## config.mk

```make
export PLATFORM = sky130hd
export DESIGN_NAME = ped_crossing_flat
export DESIGN_NICKNAME = d
export VERILOG_FILES = /design/src/rtl/ped_crossing_if.sv /design/src/rtl/ped_crossing.sv /design/src/flat_wrapper.sv
export SDC_FILE = /design/constraint.sdc
export NUM_CORES = 1
export LEC_CHECK = 0
export CORE_UTILIZATION = 40
export CTS_BUF_LIST = sky130_fd_sc_hd__clkbuf_16
export DETAILED_ROUTE_END_ITERATION = 12
export HOLD_SLACK_MARGIN = 0.12
export PLACE_DENSITY_LB_ADDON = 0.2
export SLEW_MARGIN = 20
export SYNTH_ARGS = -nofsm -noshare
export SYNTH_HDL_FRONTEND = slang
export SYNTH_SLANG_ARGS = --single-unit
```

## constraint.sdc

```tcl
create_clock -name clk -period 5.7 [get_ports clk]
set_input_delay 1.71 -clock clk [delete_from_list [all_inputs] [get_ports clk]]
set_output_delay 1.71 -clock clk [all_outputs]
set_load 0.005 [all_outputs]
```

## src/rtl/ped_crossing_if.sv

```systemverilog
// Signal bundle between the vehicle light controller, push-button and the
// pedestrian crossing controller.
interface ped_crossing_if;
  logic       car_red;
  logic       car_yellow;
  logic       car_green;
  logic       ped_btn;
  logic       walk;
  logic       dont_walk;
  logic       req_pending;
  logic [7:0] countdown;
  logic       abort;
  logic       fault;

  modport master (
    output car_red, car_yellow, car_green, ped_btn,
    input  walk, dont_walk, req_pending, countdown, abort, fault
  );

  modport slave (
    input  car_red, car_yellow, car_green, ped_btn,
    output walk, dont_walk, req_pending, countdown, abort, fault
  );
endinterface

```

## src/rtl/ped_crossing.sv

```systemverilog
// Pedestrian signal controller: grants WALK only inside a pure-red vehicle
// phase, then a flashing clearance; aborts on phase change, latches lamp faults.
module ped_crossing #(
  parameter int unsigned WALK_T  = 12,
  parameter int unsigned FLASH_T = 6,
  parameter int unsigned BLINK_T = 2
) (
  input  logic           clk,
  input  logic           rst,
  ped_crossing_if.slave  bus
);

  typedef enum logic [1:0] {STOP, WALK, FLASH, FAULT} state_e;

  localparam logic [7:0] WALK_LD  = 8'(WALK_T);
  localparam logic [7:0] FLASH_LD = 8'(FLASH_T);
  localparam logic [7:0] BLINK_LD = 8'(BLINK_T);

  state_e     state_q, state_d;
  logic [7:0] cnt_q, cnt_d;
  logic [7:0] bcnt_q, bcnt_d;
  logic       blink_q, blink_d;
  logic       req_q, req_d;
  logic       abort_q, abort_d;
  logic       fault_q, fault_d;
  logic       walk_q, walk_d;
  logic       dw_q, dw_d;
  logic       s1_q, s2_q, s3_q;
  logic       red_only_q;

  logic red_only, red_rise, illegal, btn_edge;

  assign red_only = bus.car_red & ~bus.car_yellow & ~bus.car_green;
  assign red_rise = red_only & ~red_only_q;
  assign illegal  = (bus.car_green & (bus.car_red | bus.car_yellow)) |
                    ~(bus.car_red | bus.car_yellow | bus.car_green);
  assign btn_edge = s2_q & ~s3_q;

  always_comb begin
    state_d = state_q;
    cnt_d   = cnt_q;
    bcnt_d  = bcnt_q;
    blink_d = blink_q;
    req_d   = req_q;
    abort_d = 1'b0;
    fault_d = fault_q;

    if (illegal) begin
      state_d = FAULT;
      cnt_d   = '0;
      req_d   = 1'b0;
      fault_d = 1'b1;
    end else begin
      unique case (state_q)
        STOP: begin
          if (btn_edge) req_d = 1'b1;
          // Only a fresh red edge starts WALK, so a mid-red request waits.
          if (red_rise && (req_q || btn_edge)) begin
            state_d = WALK;
            cnt_d   = WALK_LD;
            req_d   = 1'b0;
          end
        end
        WALK: begin
          if (!red_only) begin
            state_d = STOP;
            cnt_d   = '0;
            abort_d = 1'b1;
          end else if (cnt_q == 8'd1) begin
            state_d = FLASH;
            cnt_d   = FLASH_LD;
            bcnt_d  = BLINK_LD;
            blink_d = 1'b1;
          end else begin
            cnt_d = cnt_q - 8'd1;
          end
        end
        FLASH: begin
          if (btn_edge) req_d = 1'b1;
          if (!red_only) begin
            state_d = STOP;
            cnt_d   = '0;
            abort_d = 1'b1;
          end else if (cnt_q == 8'd1) begin
            state_d = STOP;
            cnt_d   = '0;
          end else begin
            cnt_d = cnt_q - 8'd1;
            if (bcnt_q == 8'd1) begin
              blink_d = ~blink_q;
              bcnt_d  = BLINK_LD;
            end else begin
              bcnt_d = bcnt_q - 8'd1;
            end
          end
        end
        FAULT: begin
          cnt_d = '0;
          req_d = 1'b0;
        end
        default: state_d = FAULT;
      endcase
    end

    // Lamps are decoded from the next state so they leave the flops glitch-free.
    walk_d = (state_d == WALK);
    dw_d   = (state_d == FLASH) ? blink_d : (state_d != WALK);
  end

  always_ff @(posedge clk) begin
    if (rst) begin
      state_q    <= STOP;
      cnt_q      <= '0;
      bcnt_q     <= '0;
      blink_q    <= 1'b0;
      req_q      <= 1'b0;
      abort_q    <= 1'b0;
      fault_q    <= 1'b0;
      walk_q     <= 1'b0;
      dw_q       <= 1'b1;
      s1_q       <= 1'b0;
      s2_q       <= 1'b0;
      s3_q       <= 1'b0;
      red_only_q <= 1'b0;
    end else begin
      state_q    <= state_d;
      cnt_q      <= cnt_d;
      bcnt_q     <= bcnt_d;
      blink_q    <= blink_d;
      req_q      <= req_d;
      abort_q    <= abort_d;
      fault_q    <= fault_d;
      walk_q     <= walk_d;
      dw_q       <= dw_d;
      s1_q       <= bus.ped_btn;
      s2_q       <= s1_q;
      s3_q       <= s2_q;
      red_only_q <= red_only;
    end
  end

  assign bus.walk        = walk_q;
  assign bus.dont_walk   = dw_q;
  assign bus.req_pending = req_q;
  assign bus.countdown   = cnt_q;
  assign bus.abort       = abort_q;
  assign bus.fault       = fault_q;

endmodule

```

## src/flat_wrapper.sv

```systemverilog
// flat-port wrapper written by rule: the top's interface ports become plain ports
module ped_crossing_flat 
#(
  parameter int unsigned WALK_T  = 12,
  parameter int unsigned FLASH_T = 6,
  parameter int unsigned BLINK_T = 2
)
  (clk, rst, bus_car_red, bus_car_yellow, bus_car_green, bus_ped_btn, bus_walk, bus_dont_walk, bus_req_pending, bus_countdown, bus_abort, bus_fault);
  ped_crossing_if bus_i ();
  input  logic clk;
  input  logic rst;
  input wire logic [$bits(bus_i.car_red)-1:0] bus_car_red;
  input wire logic [$bits(bus_i.car_yellow)-1:0] bus_car_yellow;
  input wire logic [$bits(bus_i.car_green)-1:0] bus_car_green;
  input wire logic [$bits(bus_i.ped_btn)-1:0] bus_ped_btn;
  output wire logic [$bits(bus_i.walk)-1:0] bus_walk;
  output wire logic [$bits(bus_i.dont_walk)-1:0] bus_dont_walk;
  output wire logic [$bits(bus_i.req_pending)-1:0] bus_req_pending;
  output wire logic [$bits(bus_i.countdown)-1:0] bus_countdown;
  output wire logic [$bits(bus_i.abort)-1:0] bus_abort;
  output wire logic [$bits(bus_i.fault)-1:0] bus_fault;
  assign bus_i.car_red = bus_car_red;
  assign bus_i.car_yellow = bus_car_yellow;
  assign bus_i.car_green = bus_car_green;
  assign bus_i.ped_btn = bus_ped_btn;
  assign bus_walk = bus_i.walk;
  assign bus_dont_walk = bus_i.dont_walk;
  assign bus_req_pending = bus_i.req_pending;
  assign bus_countdown = bus_i.countdown;
  assign bus_abort = bus_i.abort;
  assign bus_fault = bus_i.fault;
  ped_crossing #(.WALK_T(WALK_T), .FLASH_T(FLASH_T), .BLINK_T(BLINK_T)) u_core (.clk(clk), .rst(rst), .bus(bus_i));
endmodule
```

==> key figures, run 1 <==
Detailed routing
  • DRT iter0 DRCs: 52
  • Drt via density: 5.45
  • Residual DRC: 0
  • Remaining antenna violation count: 0
  • Final wirelength: 3210 um
  • Via count: 1314
  • Drt first pass iters: 4
  • WL/cell: 13.3 um

Critical path
  • WP data arrival: 4.32 ns
  • Highest-delay cell along the critical path: nor3b_2
  • CP peak stage delay: 0.61 ns
  • Critical path type: in -> reg
  • CP endpoint kind: register
  • Worst reg2reg setup slack: 3.37 ns
  • CP required: 5.86 ns
  • Crit path cell chain: clkdlybuf4s50_1, nor3b_2, o21ai_0, nor3_2, o41ai_1, a311oi_1
  • Worst setup SP type: input port
  • Worst Path Max Fanout: 12

Layout
  • Nets@finish: 211
  • Final-layout fill cell count: 344
  • Post-layout util: 0.494
  • Inserted Diodes: 0
  • Layout overhead on the synthesized area: 18.3%
  • Multi-input logic area: 910 um^2
  • Share of post-route cells with drive strength above 1: 0.104
  • Register area: 561 um^2

Yosys
  • Most frequent cell after synthesis: dfxtp_1
  • Register area share after synthesis: 0.364
  • Cell count after synthesis: 178
  • Netlist cell types: 44
  • Post-synth net total: 194
  • Main synth FF type: dfxtp_1
  • Area contributors post-synth: dfxtp_1 (36%), ha_1 (8.1%), a21oi_1 (4.5%)
  • Post-synth top cells: dfxtp_1 (28), nor2_1 (17), a21oi_1 (14)
  • Synth async-reset ratio: 0
  • YS warnings: 0
  • Mean Syn Cell Area: 8.66 um^2
  • FF+latch count, synth: 28
  • Mapped Area: 0.00154 mm^2
  • Post-synth EDFFs: 0
  • Synth area leader: dfxtp_1
  • Synth top area share: 0.364

Clock network
  • Clock Tree Buf Depth: 2
  • CTS buffer count: 3
  • CTS tree: built
  • Clk root buf: clkbuf_16
  • Post-CTS Repair Setup Buffers: 0
  • Clk_lat worst skew: 0.26 ns
  • Hold_buf cts: 0
  • H-Tree Depth: 1
  • Total clock sinks: 28
  • Clock-pin slew on the worst setup and hold paths: 0.06 ns
  • Post-CTS sizing: 0

STA
  • # setup viols final: 0
  • Max Freq: 240 MHz
  • Pins Over Slew Limit: 0
  • Hold Vio Cnt, Final: 0
  • Tcrit/Tclk final: 0.730
  • Slew HR: 0.521
  • Clock skew: 0.00161 ns
  • Worst hold margin: 0.449 ns
  • Period minus WS final: 4.16 ns
  • Worst Setup Slack, final: 1.54 ns
  • TNS Setup: 0 ns
  • RSZ-0062 raised after global routing: false
  • Measured slew at the worst slew-check pin: 0.715 ns

Global routing
  • Gr ovfl total: 0
  • Largest net degree at the start of global routing: 15
  • Vias in the first global route: 1236
  • First-pass GRT wire length: 5570 um
  • Initial antenna violation count: 0
  • Total track usage: 0.172

Placement
  • Pre-CTS setup slack: 1.39 ns
  • GPL Wtd Cong: 0.786
  • PortBufs: 18
  • Post-DP HPWL: 2390 um

Outcome
  • Status: complete, no violations

Die
  • Core footprint: 0.00369 mm^2
  • IO Count: 19
  • Die width: 64.1 um
  • Num rows: 22
  • Starting Density: 0.418
  • Full die area: 0.00411 mm^2
  • Chip Height: 64.1 um

Hold path
  • HP Class: reg -> reg

Power and ir drop
  • PD cells: 238 mW/mm^2
  • P_leak: 0.647 nW
  • Overall power: 0.433 mW
  • Maximum vdd drop: 0.115 mV

Job
  • Maxcap violations: 0
[area by class of cell]
class,instances,share of cell area
multi-input combinational,134,0.499
sequential,28,0.307
timing repair buffer,18,0.0988
clock buffer,3,0.0412
tap,48,0.0329
inverter,10,0.0206
[layout by cell type (no fill, tap or decap), types with 3 or more instances in the layout]
cell	count
dfxtp_1	28
ha_1	10
nand2_1	12
nor2_1	17
clkbuf_16	3
a31oi_1	6
nor3_1	7
clkdlybuf4s50_1	18
a21oi_1	14
nor2_2	4
o21ai_0	10
xnor2_1	3
nand2b_1	3
a311oi_1	5
nor2b_1	5
nand3_1	5
inv_1	10
[critical path: cells and delay by family]
kind | cells | cell delay, ns
compound gates | 3 | 0.91
buf+inv | 1 | 0.49
simple gates | 2 | 1.21
[cell families (layout without fill, tap and decap cells)]
kind of cell | count (synthesis) | count (layout) | share of synthesized area
xor gates and xnor gates | 5 | 5 | 0.0284
AOI/OAI and AO/OA | 47 | 47 | 0.206
and+or+nand+nor | 72 | 72 | 0.274
DFF | 28 | 28 | 0.364
adders and majority gates | 10 | 10 | 0.0812
buffers and inverters | 16 | 31 | 0.0463
[routing by layer]
| layer | part of all wire | track usage |
|---|---|---|
| met1 | 0.46 | 0.217 |
| met2 | 0.50 | 0.289 |
| met3 | 0.026 | 0.0268 |
| met4 | 0.014 | 0.0682 |
| met5 | 0 | 0 |
[registers in the layout, indices dropped and copies added (netlist names)]
register / count
u_core.bcnt_q: 8
u_core.bus.countdown: 8
u_core.state_q: 2
u_core.blink_q: 1
u_core.bus.abort: 1
u_core.bus.dont_walk: 1
u_core.bus.fault: 1
u_core.bus.req_pending: 1
u_core.bus.walk: 1
u_core.red_only_q: 1
u_core.s1_q: 1
u_core.s2_q: 1
u_core.s3_q: 1
[per-stage QoR]
stage          std cells  cell area [um^2]
3_5_place_dp         238              1750
4_1_cts              241              1820
6_report             241              1820
5_1_grt              241              1820
3_3_place_gp         238              1750
2_1_floorplan        178              1540
[final timing paths]
check / start / end / depth (start not counted)
hold / removal: u_core.bus.fault / u_core.bus.fault / 2
hold reg to reg: u_core.bus.fault / u_core.bus.fault / 2
setup reg to reg: u_core.state_q[0] / u_core.bus.countdown[7] / 6
setup / recovery: bus_car_red / u_core.bus.countdown[7] / 6
[where the power goes]
group | total, mW | switching [mW] | internal [mW] | leakage (nW)
Combinational | 0.0692 | 0.0389 | 0.0303 | 0.382
Clock | 0.155 | 0.0620 | 0.0930 | 0.0370
Sequential | 0.209 | 0.00639 | 0.202 | 0.228
Total | 0.433 | 0.107 | 0.326 | 0.647
No activity file was read; power rests on OpenSTA's default activity.
==> run 2, diff against run 1 <==
clock period = 3.9 ns   (was 5.7 ns; I/O delays follow)
==> key figures, run 2 (synthesis gave the netlist of run 1 again) <==
Detailed routing
  • Remaining antenna violation count: 0
  • Residual DRC: 0
  • M1 WL: 1520 um
  • Final wirelength: 3180 um
  • WL/cell: 13.0 um
  • Max layer used: met4
  • DRT iter0 DRCs: 54
  • WL met2: 1560 um
  • Drt first pass iters: 4
  • Drt via density: 5.34
  • DR WL met3: 58 um
  • Via count: 1304

Job
  • Maxcap violations: 0

Power and ir drop
  • PD cells: 350 mW/mm^2
  • Maximum vdd drop: 0.168 mV
  • Sw Pwr: 0.166 mW
  • Gate power share: 0.158
  • Clock Power Share: 0.369
  • Sequential share of power: 0.472
  • Net Sw Frac: 0.257
  • Internal power: 0.479 mW
  • P_leak: 0.659 nW
  • Overall power: 0.645 mW

Clock network
  • Clock-pin slew on the worst setup and hold paths: 0.07 ns
  • CTS buffer count: 3
  • Clock Tree Buf Depth: 2
  • Clk root buf: clkbuf_16
  • CTS tree: built
  • Post-CTS sizing: 0
  • Total clock sinks: 28
  • Clk_lat worst skew: 0.26 ns
  • H-Tree Depth: 1
  • Post-CTS Repair Setup Buffers: 0
  • Hold_buf cts: 0

STA
  • TNS Setup: 0 ns
  • Hold Vio Cnt, Final: 0
  • RSZ-0062 raised after global routing: false
  • Tcrit/Tclk final: 0.771
  • Pins Over Slew Limit: 0
  • Measured slew at the worst slew-check pin: 0.635 ns
  • Clock skew: 0.00167 ns
  • Period minus WS final: 3.01 ns
  • Max Freq: 333 MHz
  • Worst hold margin: 0.441 ns
  • Slew HR: 0.572
  • Worst Setup Slack, final: 0.893 ns
  • # setup viols final: 0

Die
  • Chip Height: 64.1 um
  • Num rows: 22
  • IO Count: 19
  • Starting Density: 0.418
  • Core footprint: 0.00369 mm^2
  • Die width: 64.1 um
  • Full die area: 0.00411 mm^2

Outcome
  • Status: complete, no violations

Critical path
  • Worst setup SP type: input port
  • CP endpoint kind: register
  • Worst Path Max Fanout: 5
  • Worst R2R Path Depth: 7
  • WP data arrival: 3.16 ns
  • CP required: 4.05 ns
  • Critical path type: in -> reg

Placement
  • Post-DP Area: 0.00176 mm^2
  • GPL Wtd Cong: 0.820
  • Pre-CTS setup slack: 0.602 ns
  • Post-DP HPWL: 2390 um
  • PortBufs: 18

Layout
  • Inserted Diodes: 0
  • Most frequent cells in the layout: dfxtp_1 (28), clkdlybuf4s50_1 (18), nor2_1 (17), a21oi_1 (14), nand2_1 (12)
  • Final-layout fill cell count: 365
  • Most common cell after layout, fill and taps aside: dfxtp_1
  • Nets@finish: 213
  • Final instance area: 0.00184 mm^2
  • Layout overhead on the synthesized area: 19.5%
  • Share of post-route cells with drive strength above 1: 0.112

Global routing
  • Vias in the first global route: 1235
  • First-pass GRT wire length: 5510 um
  • Largest net degree at the start of global routing: 16
  • Gr ovfl total: 0
  • Total track usage: 0.170
  • Initial antenna violation count: 0

Hold path
  • Hold path cells: 1
  • HP Class: reg -> reg
[run 2: metal layers]
layer  global-route usage  vias up
met3               0.0268        5
met4               0.0682        0
met1                0.207      611
met2                0.297       15
li1                     -      673
met5                    0        -
[run 2: stage by stage]
| step | instances | utilization |
|---|---|---|
| 6_report | 244 | 0.499 |
| 3_3_place_gp | 240 | 0.478 |
| 2_1_floorplan | 178 | - |
| 3_5_place_dp | 240 | 0.478 |
| 4_1_cts | 244 | 0.499 |
| 5_1_grt | 244 | 0.499 |
[run 2: final timing paths]
path                           startpoint                      end  slack (ns)
hold / removal                u_core.s1_q              u_core.s2_q        0.44
setup reg to reg  u_core.bus.countdown[1]  u_core.bus.countdown[7]        1.64
setup / recovery            bus_car_green     u_core.bus.dont_walk        0.89
hold reg to reg               u_core.s1_q              u_core.s2_q        0.44
[run 2: layout make-up]
type / count / area (um^2) / share of cell area
Inverter: 10 / 37.5 / 0.0204
Timing Repair Buffer: 20 / 195 / 0.106
Clock inverter: 1 / 3.75 / 0.00204
Clock buffer: 3 / 75.1 / 0.0408
Tap cell: 48 / 60.1 / 0.0326
Multi-Input combinational cell: 134 / 910 / 0.494
Sequential cell: 28 / 561 / 0.304
[run 2: power groups by stage]
stage	Combinational (mW)	Clock [mW]	Sequential, mW
floorplan	0.0702	0	0.310
global placement	0.100	0	0.311
detailed placement	0.102	0	0.311
CTS	0.103	0.243	0.305
global route	0.116	0.255	0.306
finish	0.102	0.238	0.305
[run 2: critical path, stage by stage]
cell,delay (ns)
clkdlybuf4s50_1,0.46
nor4b_1,0.46
o21ai_0,0.36
o21ai_0,0.34
nor2_1,0.10
nor3b_2,0.21
a21oi_1,0.06
